<file path="src/rtl/atm_pkg.sv">
// ============================================================================
// atm_pkg : keypad codes and PIN-verifier state encoding
// Rev 1.0
// ============================================================================
`default_nettype none

package atm_pkg;

    localparam logic [3:0] KEY_CLEAR  = 4'hA;
    localparam logic [3:0] KEY_ENTER  = 4'hB;
    localparam logic [3:0] KEY_CANCEL = 4'hC;

    typedef enum logic [2:0] {
        ST_IDLE     = 3'd0,
        ST_COLLECT  = 3'd1,
        ST_CHECK    = 3'd2,
        ST_VERIFIED = 3'd3,
        ST_EJECT    = 3'd4,
        ST_LOCKED   = 3'd5
    } pin_state_t;

endpackage

`default_nettype wire

</file>
<file path="src/rtl/atm_timeout_counter.sv">
// ============================================================================
// atm_timeout_counter : inactivity down-counter, expire fires after
//                       TIMEOUT_CYC enabled clocks without a load
// Rev 1.0
// ============================================================================
`default_nettype none

module atm_timeout_counter #(
    parameter int TIMEOUT_CYC = 1000
) (
    input  logic clk,
    input  logic reset,
    input  logic load_i,
    input  logic en_i,
    output logic expire_o
);

    localparam int              CW       = (TIMEOUT_CYC > 2) ? $clog2(TIMEOUT_CYC) : 1;
    localparam logic [CW-1:0]   LOAD_VAL = CW'(TIMEOUT_CYC - 1);

    logic [CW-1:0] cnt_q;

    // A load in the same cycle masks expiry: a key always beats the timer.
    assign expire_o = en_i && !load_i && (cnt_q == '0);

    always_ff @(posedge clk or posedge reset) begin
        if (reset) begin
            cnt_q <= LOAD_VAL;
        end else if (load_i) begin
            cnt_q <= LOAD_VAL;
        end else if (en_i && (cnt_q != '0)) begin
            cnt_q <= cnt_q - CW'(1);
        end
    end

endmodule

`default_nettype wire

</file>
<file path="src/rtl/atm_pin_verifier.sv">
// ============================================================================
// atm_pin_verifier : keypad PIN collection, comparison, retry limit, timeout
// Rev 1.0
// ============================================================================
`default_nettype none

module atm_pin_verifier
    import atm_pkg::*;
#(
    parameter int PIN_DIGITS  = 4,
    parameter int MAX_TRIES   = 3,
    parameter int TIMEOUT_CYC = 1000
) (
    input  logic                              clk,
    input  logic                              reset,
    input  logic                              card_present,
    input  logic [4*PIN_DIGITS-1:0]           ref_pin,
    input  logic                              key_valid,
    input  logic [3:0]                        key_code,
    output logic                              pin_verified,
    output logic                              pin_bad,
    output logic                              pin_timeout,
    output logic                              card_retain,
    output logic [$clog2(MAX_TRIES+1)-1:0]    tries_left,
    output logic [$clog2(PIN_DIGITS+1)-1:0]   digit_count
);

    localparam int            PW         = 4 * PIN_DIGITS;
    localparam int            TW         = $clog2(MAX_TRIES + 1);
    localparam int            CW         = $clog2(PIN_DIGITS + 1);
    localparam logic [TW-1:0] TRIES_INIT = TW'(MAX_TRIES);
    localparam logic [CW-1:0] DIGITS_MAX = CW'(PIN_DIGITS);

    pin_state_t     state_q;
    logic [PW-1:0]  ref_q;
    logic [PW-1:0]  entry_q;
    logic [CW-1:0]  count_q;
    logic [TW-1:0]  tries_q;
    logic           verified_q;
    logic           bad_q;
    logic           timeout_q;
    logic           retain_q;
    logic           key_valid_q;
    logic [3:0]     key_code_q;

    logic           key_hit;
    logic           pin_match;
    logic           timer_load;
    logic           timer_en;
    logic           timer_expire;

    // Keys pass through one input register, so a result lands two edges after the enter strobe.
    assign key_hit   = key_valid_q && (key_code_q <= KEY_CANCEL);
    assign pin_match = (entry_q == ref_q);

    assign timer_en   = (state_q == ST_COLLECT) && card_present;
    assign timer_load = card_present &&
                        (((state_q == ST_IDLE)) ||
                         ((state_q == ST_COLLECT) && key_hit) ||
                         ((state_q == ST_CHECK) && !pin_match && (tries_q > TW'(1))));

    atm_timeout_counter #(
        .TIMEOUT_CYC (TIMEOUT_CYC)
    ) u_timer (
        .clk      (clk),
        .reset    (reset),
        .load_i   (timer_load),
        .en_i     (timer_en),
        .expire_o (timer_expire)
    );

    always_ff @(posedge clk or posedge reset) begin
        if (reset) begin
            state_q     <= ST_IDLE;
            ref_q       <= '0;
            entry_q     <= '0;
            count_q     <= '0;
            tries_q     <= TRIES_INIT;
            verified_q  <= 1'b0;
            bad_q       <= 1'b0;
            timeout_q   <= 1'b0;
            retain_q    <= 1'b0;
            key_valid_q <= 1'b0;
            key_code_q  <= '0;
        end else begin
            key_valid_q <= key_valid;
            key_code_q  <= key_code;
            bad_q       <= 1'b0;
            timeout_q   <= 1'b0;

            case (state_q)
                ST_IDLE: begin
                    if (card_present) begin
                        state_q <= ST_COLLECT;
                        ref_q   <= ref_pin;
                        entry_q <= '0;
                        count_q <= '0;
                        tries_q <= TRIES_INIT;
                    end
                end

                ST_COLLECT: begin
                    if (!card_present) begin
                        state_q    <= ST_IDLE;
                        entry_q    <= '0;
                        count_q    <= '0;
                        verified_q <= 1'b0;
                    end else if (key_hit) begin
                        case (key_code_q)
                            KEY_CLEAR: begin
                                entry_q <= '0;
                                count_q <= '0;
                            end
                            KEY_ENTER: begin
                                if (count_q == DIGITS_MAX) begin
                                    state_q <= ST_CHECK;
                                end
                            end
                            KEY_CANCEL: begin
                                state_q <= ST_EJECT;
                            end
                            default: begin
                                if (count_q < DIGITS_MAX) begin
                                    entry_q <= (entry_q << 4) | PW'(key_code_q);
                                    count_q <= count_q + CW'(1);
                                end
                            end
                        endcase
                    end else if (timer_expire) begin
                        timeout_q <= 1'b1;
                        state_q   <= ST_EJECT;
                    end
                end

                ST_CHECK: begin
                    if (!card_present) begin
                        state_q    <= ST_IDLE;
                        entry_q    <= '0;
                        count_q    <= '0;
                        verified_q <= 1'b0;
                    end else if (pin_match) begin
                        verified_q <= 1'b1;
                        state_q    <= ST_VERIFIED;
                    end else if (tries_q > TW'(1)) begin
                        tries_q <= tries_q - TW'(1);
                        bad_q   <= 1'b1;
                        entry_q <= '0;
                        count_q <= '0;
                        state_q <= ST_COLLECT;
                    end else begin
                        tries_q  <= '0;
                        retain_q <= 1'b1;
                        state_q  <= ST_LOCKED;
                    end
                end

                ST_VERIFIED, ST_EJECT: begin
                    if (!card_present) begin
                        state_q    <= ST_IDLE;
                        entry_q    <= '0;
                        count_q    <= '0;
                        verified_q <= 1'b0;
                    end
                end

                ST_LOCKED: begin
                    state_q <= ST_LOCKED;
                end

                default: begin
                    state_q <= ST_IDLE;
                end
            endcase
        end
    end

    assign pin_verified = verified_q;
    assign pin_bad      = bad_q;
    assign pin_timeout  = timeout_q;
    assign card_retain  = retain_q;
    assign tries_left   = tries_q;
    assign digit_count  = count_q;

endmodule

`default_nettype wire

</file>
<file path="config.mk">
export PLATFORM = sky130hd
export DESIGN_NAME = atm_pin_verifier
export DESIGN_NICKNAME = d
export VERILOG_FILES = /design/src/rtl/atm_pkg.sv /design/src/rtl/atm_timeout_counter.sv /design/src/rtl/atm_pin_verifier.sv
export SDC_FILE = /design/constraint.sdc
export NUM_CORES = 1
export LEC_CHECK = 0
export ABC_AREA = 1
export CORE_AREA = 2 2 92 94
export CTS_CLUSTER_DIAMETER = 30
export DETAILED_ROUTE_END_ITERATION = 8
export DIE_AREA = 0 0 94 96
export PLACE_DENSITY = 0.58
export SETUP_SLACK_MARGIN = 0.02
export SLEW_MARGIN = 25
export SYNTH_ARGS = -nofsm -noshare
export SYNTH_HDL_FRONTEND = slang
export SYNTH_SLANG_ARGS = --single-unit
</file>
<file path="constraint.sdc">
create_clock -name clk -period 3.1 [get_ports clk]
set_input_delay 0.31 -clock clk [delete_from_list [all_inputs] [get_ports clk]]
set_output_delay 0.31 -clock clk [all_outputs]
set_load 0.02 [all_outputs]
</file>
==> run_results.csv <==
group,metric,value,unit
grt,grtUsageTotal,16.7,%
floorplan,ios,33,
cells_and_area,fin_nets,499,
floorplan,die_area,9020,um2
place,dp_hpwl,4.70,mm
sta,hold_violations,0,
sta,fin_setup_tns,0,ns
clocking,cts_resized,0,
power_and_ir_drop,p_leak,0.00192,uW
yosys,netlist_top_cells_area,"dfrtp_1, nand2_1, dfstp_2",
power_and_ir_drop,p_per_area,734,nW/um2
power_and_ir_drop,internal_power,1750,uW
sta,hold_slack,0.418,ns
yosys,synthArstFlopShare,100,%
clocking,cts_hold_buf,0,
detailed_routing,drc,0,
grt,grt_overflow,0,
place,place_inst,566,
yosys,synth_top_flop_cell,"dfrtp_1",
floorplan,rows,33,
run,maxCapViolCount,0,
clocking,htreeDepth,3,
floorplan,die_height,96,um
power_and_ir_drop,pwr-share-comb,34.4,%
detailed_routing,postRouteAntennaNets,0,
place,place.gp.congestion,0.874,
clocking,postCtsSetupBuffers,0,
critical_path,cp.arrival,2.27,ns
yosys,yosys_warnings,0,
hold_path,hp-class,"in -> reg",
critical_path,endpoint_kind,"flop",
sta,finalCritPeriodShare,66.2,%
clocking,clock-root-buffer,"clkbuf_8",
clocking,cts_tree,"built",
yosys,syn_avg_cell_area,7.39,um2
critical_path,crit_fanout,12,
yosys,synthesis.area,3210,um2
sta,relSlewSlack,50.0,%
cells_and_area,area_growth,19.3,%
power_and_ir_drop,peakVddDrop,0.250,mV
cells_and_area,diodes,0,
power_and_ir_drop,power.switching,1060,uW
cells_and_area,instances_no_fill,582,
clocking,clockBufferDepth,2,
sta,setup_viol,0,
yosys,ys_seq_elements,59,
clocking,cts_made_buffers,9,
sta,slew_viol_final,0,
yosys,syn_inst,434,
sta,fin_skew,0.0111,ns
clocking,clk_pin_slew,0.07,ns
status,status,"finished, final reports clean",
sta,worstMarginPinSlew,0.750,ns
power_and_ir_drop,p_clk_share,26.3,%
detailed_routing,drt_first_pass_iters,4,
clocking,clkSinkCount,59,
floorplan,die_w,94,um
sta,max_freq,487,MHz
detailed_routing,wire_per_inst,11.4,um
cells_and_area,num-fill-cells,824,
power_and_ir_drop,p_seq_share,39.3,%
cells_and_area,drive_above_1_share,11.9,%
cells_and_area,utilization,47.5,%
critical_path,start_kind,"flop",
place,portBuffers,32,
grt,antenna_found_initial,0,
detailed_routing,drt_iter0_drc,127,
critical_path,path_class,"reg -> reg",
grt,grt_start_max_net_pins,60,
yosys,synth_top_area_share,38.3,%
floorplan,core_area,8050,um2
yosys,synthMostInstantiatedCell,"nand2_1",
critical_path,worstPathRequired,3.32,ns
yosys,ys_types,29,
detailed_routing,vias_per_cell,4.60,
detailed_routing,vias,2679,
grt,grt_pass1_vias,2608,
grt,grt_pass1_wl,11.8,mm
yosys,synth_common_cells,"nand2_1, inv_1, dfrtp_1, nor2_1, nand3_1",
yosys,yosysSeqAreaShare,46.4,%
power_and_ir_drop,swShare,37.9,%
yosys,synth-edff-count,0,
yosys,synthesis.nets,461,
sta,finalCriticalPeriod,2.05,ns
sta,grt_setup_unrepaired,"false",
clocking,insertion_delay,0.34,ns
detailed_routing,drt_wl_total,6.62,mm
floorplan,floorplan.initialDensity,39.8,%
yosys,yosys.area.top_type,"dfrtp_1",
per-stage QoR:
| step | worst slack, ns | instance area (um2) | total power, uW |
|---|---|---|---|
| after CTS | 1.00 | 3820 | 2850 |
| after global routing | 0.787 | 3820 | 3060 |
| after global placement | 0.811 | 3610 | 2080 |
| after detailed placement | 0.777 | 3610 | 2090 |
| after floorplan | 1.35 | 3210 | 1860 |
| final | 1.05 | 3820 | 2810 |
worst max-delay path, stage by stage, from the launching register on:
cell and delay [ns]:
dfrtp_1 0.39, inv_1 0.07, nand2_1 0.06, nand2_1 0.05
nor2_1 0.10, nand2_1 0.06, nor2_1 0.23, nand3_1 0.46
buf_4 0.38, nand3_1 0.10, nand2_1 0.05
state kept, by name, indices dropped and copies added, names as in the netlist:
name,cells
card_retain,1
digit_count,3
entry_q,16
key_code_q,4
key_valid_q,1
pin_bad,1
pin_timeout,1
pin_verified,1
ref_q,16
state_q,3
tries_left,2
u_timer.cnt_q,10
power groups by stage:
stage / Sequential [uW] / Clock [uW] / Combinational (uW)
2_1_floorplan: 1110 / 0 / 758
6_report: 1100 / 739 / 966
3_5_place_dp: 1110 / 0 / 979
4_1_cts: 1110 / 763 / 983
3_3_place_gp: 1110 / 0 / 966
5_1_grt: 1140 / 798 / 1130
area by class of cell:
type / count / area, um2 / share of cell area (%)
Sequential cell: 59 / 1490 / 38.9
Clock inverter: 4 / 47.5 / 1.24
Multi-Input combinational cell: 306 / 1410 / 36.9
Clock buffer: 12 / 165 / 4.32
Inverter: 59 / 221 / 5.79
Tap cell: 105 / 131 / 3.43
Timing Repair Buffer: 37 / 358 / 9.36
worst paths after layout:
| check | start | end | slack, ns | cells after the start |
|---|---|---|---|---|
| setup / recovery | entry_q[0] | entry_q[13] | 1.05 | 10 |
| hold / removal | key_code[3] | key_code_q[3] | 0.42 | 1 |
| setup reg to reg | entry_q[0] | entry_q[13] | 1.05 | 10 |
| hold reg to reg | card_retain | card_retain | 0.46 | 2 |
| max in group asynchronous | reset | pin_verified | 2.10 | 3 |
| min in group asynchronous | reset | ref_q[3] | 0.51 | 3 |
logic make-up after synthesis:
| logic type | count (synthesis) | synth area share (%) |
|---|---|---|
| simple gates | 274 | 37.4 |
| buf+inv | 69 | 9.56 |
| fa+ha+maj | 3 | 1.17 |
| xor+xnor | 4 | 1.09 |
| compound gates | 25 | 4.33 |
| flops | 59 | 46.4 |
layer usage:
metal,up-vias,share of wire (%),GRT usage [%]
met3,2,4.0,4.62
met4,0,0.51,4.71
met1,1230,49,22.3
met2,37,46,26.8
li1,1410,-,-
met5,-,0,0
cells in the final DEF (no fill, tap or decap):
cell               n
bufinv_16          1
clkinv_2           2
inv_1             56
nand3b_1           4
o21ai_0           21
inv_2              3
xnor2_1            1
buf_4              5
nand4_1            2
clkinvlp_4         1
a21oi_1            2
xor2_1             3
dfstp_2           10
nand3_1           31
clkbuf_8          12
nand2_1          169
o21ai_4            1
nand2_2            2
or2_2              1
clkdlybuf4s50_1   32
dfrtp_1           49
o211ai_1           1
nor2_4             1
nand2_4            2
nand3_2           11
ha_1               3
nor3_1             2
nor2_1            44
nor2_2             5
Power figures use the tool's default switching activity.
